<file path="src/rtl/zoom_pkg.sv">
// Shared types and sizing helpers for the zoom sequencer.
package zoom_pkg;

    typedef enum logic [1:0] {
        IDLE    = 2'd0,
        CAPTURE = 2'd1,
        REMAP   = 2'd2
    } zoom_state_t;

    // Bits needed to index n items, never less than one.
    function automatic int unsigned bits_for(input int unsigned n);
        return (n <= 1) ? 1 : $clog2(n);
    endfunction

    function automatic int unsigned addr_w(input int unsigned w, input int unsigned h);
        return bits_for(w * h);
    endfunction

endpackage

</file>
<file path="src/rtl/zoom_remap.sv">
// Combinational destination-to-source coordinate mapper: each half of the
// frame is pulled toward its own edge by z pixels, clamped at the centre line.
module zoom_remap
    import zoom_pkg::*;
#(
    parameter int unsigned IMG_WIDTH  = 640,
    parameter int unsigned IMG_HEIGHT = 480,
    parameter int unsigned MID_X      = 319,
    parameter int unsigned MID_Y      = 239,
    parameter int unsigned ZOOM_MAX   = 32
) (
    input  logic [bits_for(IMG_WIDTH)-1:0]  dx,
    input  logic [bits_for(IMG_HEIGHT)-1:0] dy,
    input  logic [bits_for(ZOOM_MAX+1)-1:0] z,
    output logic [bits_for(IMG_WIDTH)-1:0]  sx_c,
    output logic [bits_for(IMG_HEIGHT)-1:0] sy_c
);

    localparam int unsigned XW = bits_for(IMG_WIDTH);
    localparam int unsigned YW = bits_for(IMG_HEIGHT);

    logic [31:0] dx_w;
    logic [31:0] dy_w;
    logic [31:0] z_w;

    // Wide arithmetic so dx+z cannot wrap and dx-z cannot underflow.
    always_comb begin
        dx_w = 32'(dx);
        dy_w = 32'(dy);
        z_w  = 32'(z);

        if (dx_w <= 32'(MID_X)) begin
            sx_c = (dx_w + z_w >= 32'(MID_X)) ? XW'(MID_X) : XW'(dx_w + z_w);
        end else begin
            sx_c = (dx_w >= 32'(MID_X) + 32'd1 + z_w) ? XW'(dx_w - z_w) : XW'(MID_X + 1);
        end

        if (dy_w <= 32'(MID_Y)) begin
            sy_c = (dy_w + z_w >= 32'(MID_Y)) ? YW'(MID_Y) : YW'(dy_w + z_w);
        end else begin
            sy_c = (dy_w >= 32'(MID_Y) + 32'd1 + z_w) ? YW'(dy_w - z_w) : YW'(MID_Y + 1);
        end
    end

endmodule

</file>
<file path="src/rtl/zoom_sequencer.sv">
// Captures one frame into an external buffer, then reads it back in raster
// order through the zoom remapper at the zoom level latched for that frame.
module zoom_sequencer
    import zoom_pkg::*;
#(
    parameter int unsigned IMG_WIDTH  = 640,
    parameter int unsigned IMG_HEIGHT = 480,
    parameter int unsigned MID_X      = 319,
    parameter int unsigned MID_Y      = 239,
    parameter int unsigned ZOOM_MAX   = 32,
    parameter int unsigned ZOOM_STEP  = 4
) (
    input  logic                                        clk,
    input  logic                                        reset,
    input  logic                                        pixel_in_valid,
    output logic                                        in_ready,
    input  logic                                        zoom_up,
    input  logic                                        zoom_down,
    input  logic                                        out_ready,
    output logic                                        wr_en,
    output logic [addr_w(IMG_WIDTH, IMG_HEIGHT)-1:0]    wr_addr,
    output logic                                        rd_en,
    output logic [addr_w(IMG_WIDTH, IMG_HEIGHT)-1:0]    rd_addr,
    output logic                                        out_valid,
    output logic [bits_for(ZOOM_MAX+1)-1:0]             zoom_level,
    output logic                                        busy,
    output logic                                        frame_done
);

    localparam int unsigned ADDR_W = addr_w(IMG_WIDTH, IMG_HEIGHT);
    localparam int unsigned XW     = bits_for(IMG_WIDTH);
    localparam int unsigned YW     = bits_for(IMG_HEIGHT);
    localparam int unsigned ZW     = bits_for(ZOOM_MAX + 1);
    localparam int unsigned N      = IMG_WIDTH * IMG_HEIGHT;
    localparam logic [31:0] W_BITS = 32'(IMG_WIDTH);

    zoom_state_t       state;
    zoom_state_t       state_d;
    logic [ADDR_W-1:0] wr_cnt;
    logic [ADDR_W-1:0] wr_cnt_d;
    logic [XW-1:0]     dx;
    logic [XW-1:0]     dx_d;
    logic [YW-1:0]     dy;
    logic [YW-1:0]     dy_d;
    logic [ZW-1:0]     zoom_pending;
    logic [ZW-1:0]     zoom_pending_d;
    logic [ZW-1:0]     zoom_level_d;
    logic              rd_last;
    logic              rd_last_d;
    logic              in_ready_d;
    logic              wr_en_d;
    logic [ADDR_W-1:0] wr_addr_d;
    logic              rd_en_d;
    logic [ADDR_W-1:0] rd_addr_d;
    logic              out_valid_d;
    logic              busy_d;
    logic              frame_done_d;
    logic [31:0]       zoom_sum;

    logic [XW-1:0]     sx;
    logic [YW-1:0]     sy;
    logic [ADDR_W-1:0] row_base;

    zoom_remap #(
        .IMG_WIDTH  (IMG_WIDTH),
        .IMG_HEIGHT (IMG_HEIGHT),
        .MID_X      (MID_X),
        .MID_Y      (MID_Y),
        .ZOOM_MAX   (ZOOM_MAX)
    ) u_remap (
        .dx   (dx),
        .dy   (dy),
        .z    (zoom_level),
        .sx_c (sx),
        .sy_c (sy)
    );

    // sy * IMG_WIDTH as a sum of constant shifts, one term per set width bit.
    always_comb begin
        row_base = '0;
        for (int i = 0; i < 32; i++) begin
            if (W_BITS[i]) begin
                row_base = row_base + (ADDR_W'(sy) << i);
            end
        end
    end

    // Next-state and next-output logic.
    always_comb begin
        state_d        = state;
        wr_cnt_d       = wr_cnt;
        dx_d           = dx;
        dy_d           = dy;
        zoom_pending_d = zoom_pending;
        zoom_level_d   = zoom_level;
        rd_last_d      = 1'b0;
        wr_en_d        = 1'b0;
        wr_addr_d      = wr_addr;
        rd_en_d        = 1'b0;
        rd_addr_d      = rd_addr;
        out_valid_d    = rd_en;
        frame_done_d   = rd_en & rd_last;
        zoom_sum       = 32'(zoom_pending) + 32'(ZOOM_STEP);

        case ({zoom_up, zoom_down})
            2'b10: zoom_pending_d = (zoom_sum >= 32'(ZOOM_MAX)) ? ZW'(ZOOM_MAX) : ZW'(zoom_sum);
            2'b01: zoom_pending_d = (32'(zoom_pending) <= 32'(ZOOM_STEP)) ? '0
                                    : zoom_pending - ZW'(ZOOM_STEP);
            default: ;
        endcase

        case (state)
            IDLE, CAPTURE: begin
                // wr_cnt is zero in IDLE, so the first pixel lands at address 0.
                if (pixel_in_valid) begin
                    wr_en_d   = 1'b1;
                    wr_addr_d = wr_cnt;
                    if (wr_cnt == ADDR_W'(N - 1)) begin
                        wr_cnt_d     = '0;
                        dx_d         = '0;
                        dy_d         = '0;
                        zoom_level_d = zoom_pending;
                        state_d      = REMAP;
                    end else begin
                        wr_cnt_d = wr_cnt + 1'b1;
                        state_d  = CAPTURE;
                    end
                end
            end
            REMAP: begin
                if (out_ready) begin
                    rd_en_d   = 1'b1;
                    rd_addr_d = row_base + ADDR_W'(sx);
                    if (dx == XW'(IMG_WIDTH - 1)) begin
                        dx_d = '0;
                        if (dy == YW'(IMG_HEIGHT - 1)) begin
                            dy_d      = '0;
                            rd_last_d = 1'b1;
                            state_d   = IDLE;
                        end else begin
                            dy_d = dy + 1'b1;
                        end
                    end else begin
                        dx_d = dx + 1'b1;
                    end
                end
            end
            default: state_d = IDLE;
        endcase

        in_ready_d = (state_d != REMAP);
        busy_d     = (state_d != IDLE) | rd_en_d | rd_en;
    end

    // State and registered outputs.
    always_ff @(posedge clk) begin
        if (reset) begin
            state        <= IDLE;
            wr_cnt       <= '0;
            dx           <= '0;
            dy           <= '0;
            zoom_pending <= '0;
            zoom_level   <= '0;
            rd_last      <= 1'b0;
            in_ready     <= 1'b1;
            wr_en        <= 1'b0;
            wr_addr      <= '0;
            rd_en        <= 1'b0;
            rd_addr      <= '0;
            out_valid    <= 1'b0;
            busy         <= 1'b0;
            frame_done   <= 1'b0;
        end else begin
            state        <= state_d;
            wr_cnt       <= wr_cnt_d;
            dx           <= dx_d;
            dy           <= dy_d;
            zoom_pending <= zoom_pending_d;
            zoom_level   <= zoom_level_d;
            rd_last      <= rd_last_d;
            in_ready     <= in_ready_d;
            wr_en        <= wr_en_d;
            wr_addr      <= wr_addr_d;
            rd_en        <= rd_en_d;
            rd_addr      <= rd_addr_d;
            out_valid    <= out_valid_d;
            busy         <= busy_d;
            frame_done   <= frame_done_d;
        end
    end

endmodule

</file>
<file path="config.mk">
export PLATFORM = sky130hd
export DESIGN_NAME = zoom_sequencer
export DESIGN_NICKNAME = d
export VERILOG_FILES = /design/src/rtl/zoom_pkg.sv /design/src/rtl/zoom_remap.sv /design/src/rtl/zoom_sequencer.sv
export SDC_FILE = /design/constraint.sdc
export NUM_CORES = 1
export LEC_CHECK = 0
export ABC_AREA = 1
export BUFFER_PORTS_ARGS = -buffer_cell sky130_fd_sc_hd__clkbuf_2
export CAP_MARGIN = 20
export CORE_ASPECT_RATIO = 0.8
export CORE_MARGIN = 1.5
export CORE_UTILIZATION = 45
export CTS_BUF_LIST = sky130_fd_sc_hd__clkbuf_16
export DETAILED_ROUTE_END_ITERATION = 16
export PLACE_DENSITY = 0.65
export SYNTH_ARGS = -nofsm -noshare
export SYNTH_HDL_FRONTEND = slang
export SYNTH_SLANG_ARGS = --single-unit
</file>
<file path="constraint.sdc">
create_clock -name clk -period 3.2 [get_ports clk]
set_input_delay 0.64 -clock clk [delete_from_list [all_inputs] [get_ports clk]]
set_output_delay 0.64 -clock clk [all_outputs]
set_load 0.05 [all_outputs]
</file>
==> flow_metrics.env <==
export IMPL_crit_arrival_ps=3580
export IMPL_htree_levels=3
export IMPL_row_count=37
export IMPL_hold_class="register to register"
export IMPL_clockRootBuffer="clkbuf_16"
export IMPL_io_pins=56
export IMPL_r2r_setup_slack_ps=-140
export IMPL_ir_worst_vdd_mv=0.2601
export IMPL_muxShareOfSynthArea_pct=0
export IMPL_status="complete, but fails checks"
export IMPL_cts_buffers=9
export IMPL_fmax_ghz=0.2991
export IMPL_slowest_stage="fa_2"
export IMPL_drc=0
export IMPL_crit_required_ps=3440
export IMPL_postSynthCellCount=883
export IMPL_synth_adder_area_share_pct=11.64
export IMPL_final_common_cell="nand2_1"
export IMPL_synth_cell_types=42
export IMPL_initial_core_util_pct=46.59
export IMPL_hold_viol_final=0
export IMPL_p_per_area_nw_per_um2=318.5
export IMPL_clock_sinks=93
export IMPL_synth_xor_area_share_pct=3.335
export IMPL_crit_fanout=5
export IMPL_startpoint_type="register"
export IMPL_die_area_um2=14130
export IMPL_synth_edf_count=0
export IMPL_synth_compound_area_share_pct=14.94
export IMPL_synth_top_family_by_area="simple AND/OR/NAND/NOR gates"
export IMPL_post_dp_hpwl_um=12550
export IMPL_cap_violations=0
export IMPL_final_max_slew_viol_count=0
export IMPL_drt_initial_drc_count=446
export IMPL_setup_ws_ps=-142.9
export IMPL_vias=6150
export IMPL_die_h_um=106.6
export IMPL_r2r_end="rd_addr[14]"
export IMPL_worstSkewPairLatency_ps=340
export IMPL_syn_avg_cell_area_um2=6.840
export IMPL_ff2ff_path_depth=20
export IMPL_violations="negative setup slack"
export IMPL_nets=1095
export IMPL_firstDrtPassIters=7
export IMPL_async_flop_share_pct=0
export IMPL_crit_chain="inv_2 > buf_4 > ha_1 > buf_4 > nand3_1 > nand2_1 > nor2_2 > nand2_2 > nand2_4 > nand2_4 > a21oi_4 > fa_2 > fa_2 > nand3_2 > nand2_2 > a21oi_2 > o21ai_2 > xor2_1 > o21bai_1 > inv_1"
export IMPL_antenna_found_initial=0
export IMPL_synth_warnings=0
export IMPL_ys_seq_area_share_pct=30.83
export IMPL_final_cell_mix="nand2_1, inv_1, buf_4, dfxtp_1, nor2_1"
export IMPL_core_area_um2=12960
export IMPL_drive_gt1_share_pct=27.43
export IMPL_crit_type="register to register"
export IMPL_crit_path_end_kind="register"
export IMPL_worstReg2RegStart="zoom_level[5]"
export IMPL_clockBufferDepth=2
export IMPL_grt_pass1_wl_um=27300
export IMPL_rsz0062_at_grt="true"
export IMPL_whs_endpoint="frame_done"
export IMPL_setup_violations=6
export IMPL_hold_depth=2
export IMPL_cp_top_family="adder cells"
export IMPL_total_power_mw=2.555
export IMPL_post_route_min_period_ps=3343
export IMPL_gp_congestion=0.9481
export IMPL_fin_worst_skew_ps=4.457
export IMPL_maxSlewHeadroom_pct=50.47
export IMPL_max_slew_worst_pin_slew_ps=736.1
export IMPL_gr_total_overflow=0
export IMPL_synthToLayoutAreaGrowth_pct=32.82
export IMPL_grt_pass1_vias=5623
export IMPL_grt_max_degree=30
export IMPL_path_clk_slew_ps=70
export IMPL_ant_nets=0
export IMPL_finalCritPeriodShare_pct=104.5
export IMPL_ys_flop_type="dfxtp_1"
export IMPL_max_stage_delay_ps=490
export IMPL_synth_simple_area_share_pct=29.21
export IMPL_die_w_um=132.5
export IMPL_critical_path_buf_inv_count=4
export IMPL_wl_um=16540
export IMPL_leakage_nw=3.884
export IMPL_cts_tree="done"
export IMPL_worstHoldStart="rd_last"
export IMPL_synth_area_um2=6040
export IMPL_yosys_register_bits=93
export IMPL_stdcell_area_um2=8021
export IMPL_grt_usage_pct=24.01
export IMPL_antenna_cells=0
export IMPL_nFillCells=1194
export IMPL_dpl_instance_area_um2=7297
export IMPL_routedWlPerCell_um=13.62
export IMPL_port_buffer_count=53
export IMPL_vias_per_cell=5.066
## synthesized netlist by cell type, types with 5 or more instances
cell	number	area, um2
nor3_1	21	105.1
o21ai_0	74	370.4
clkbuf_1	12	45.04
nor2_4	5	56.30
ha_1	53	663.1
a21oi_1	66	330.3
nand3_1	61	305.3
nor4_1	5	31.28
nand2_1	172	645.6
nor2_1	83	311.6
dfxtp_1	93	1862
inv_1	124	465.5
nand4_1	18	112.6
xor2_1	21	183.9
inv_2	10	37.54
o21bai_1	5	37.54
o211ai_1	5	37.54
## power by group
| group | internal [mW] | switching (mW) | total [mW] |
|---|---|---|---|
| logic | 0.0542 | 0.138 | 0.193 |
| clock network | 0.688 | 0.480 | 1.17 |
| registers | 1.18 | 0.0175 | 1.19 |
| total | 1.92 | 0.636 | 2.55 |
## layer usage
| layer | share of wire [%] | global-route usage [%] |
|---|---|---|
| met1 | 50 | 34.31 |
| met2 | 45 | 37.66 |
| met3 | 4.7 | 4.728 |
| met4 | 1.1 | 4.945 |
| met5 | 0 | 0 |
## flip-flops by register name, indices dropped and copies added (netlist names)
name	flops
wr_en	1
rd_en	1
dy	9
rd_addr	19
rd_last	1
out_valid	1
zoom_pending	4
dx	10
zoom_level	4
busy	1
in_ready	1
state	2
wr_cnt	19
wr_addr	19
frame_done	1
## cell type report
cell class | count | area [um2] | share of cell area [%]
multi-input combinational | 638 | 4035 | 50.30
sequential | 93 | 1879 | 23.43
timing repair buffer | 158 | 1057 | 13.18
inverter | 134 | 510.5 | 6.364
clock buffer | 9 | 225.2 | 2.808
tap | 175 | 219.0 | 2.730
clock inverter | 7 | 95.09 | 1.185
## cells by family (layout without fill, tap and decap cells)
logic type | after synthesis | count (layout)
simple gates | 386 | 386
other cells | 2 | 6
buf+inv | 156 | 308
xor+xnor | 23 | 23
compound gates | 168 | 168
flops | 93 | 93
fa+ha+maj | 55 | 55
## how the worst max path moves through the flow
stage,to,start,cells after the start
detailed placement,rd_addr[15],dy[3],23
floorplan,rd_addr[14],zoom_level[3],23
global placement,rd_addr[15],dy[3],23
CTS,rd_addr[14],zoom_level[3],23
global route,rd_addr[16],zoom_level[3],24
finish,rd_addr[14],zoom_level[5],20
## per-stage QoR
stage          cells  TNS (ps)  setup slack [ps]  utilization, %  hold slack, ps
6_report        1214    -632.2            -142.9           61.88           435.0
5_1_grt         1214     -2429            -391.7           61.88           440.0
4_1_cts         1212    -682.4            -144.2           60.15           425.3
3_5_place_dp    1192     -1564            -300.3           56.29           422.8
3_3_place_gp    1192     -1478            -273.5           56.29           409.1
2_1_floorplan    887    -272.9            -141.4               -           404.5
## worst reg2reg max path, delay by kind of cell, from the launching register on
kind            cells  cell delay [ps]
compound gates      4              500
flops               1              350
buf+inv             4              390
xor+xnor            1              130
simple gates        8              680
fa+ha+maj           3             1180
## timing repair
action                     4_1_cts  5_1_grt
setup buffers                    4        2
gates resized for setup         31       46
gates cloned                     0        0
hold buffers                     0        0
setup endpoints to repair        8       10
pin swaps                       17       15
Note: power is estimated with default switching activity, not from simulation.
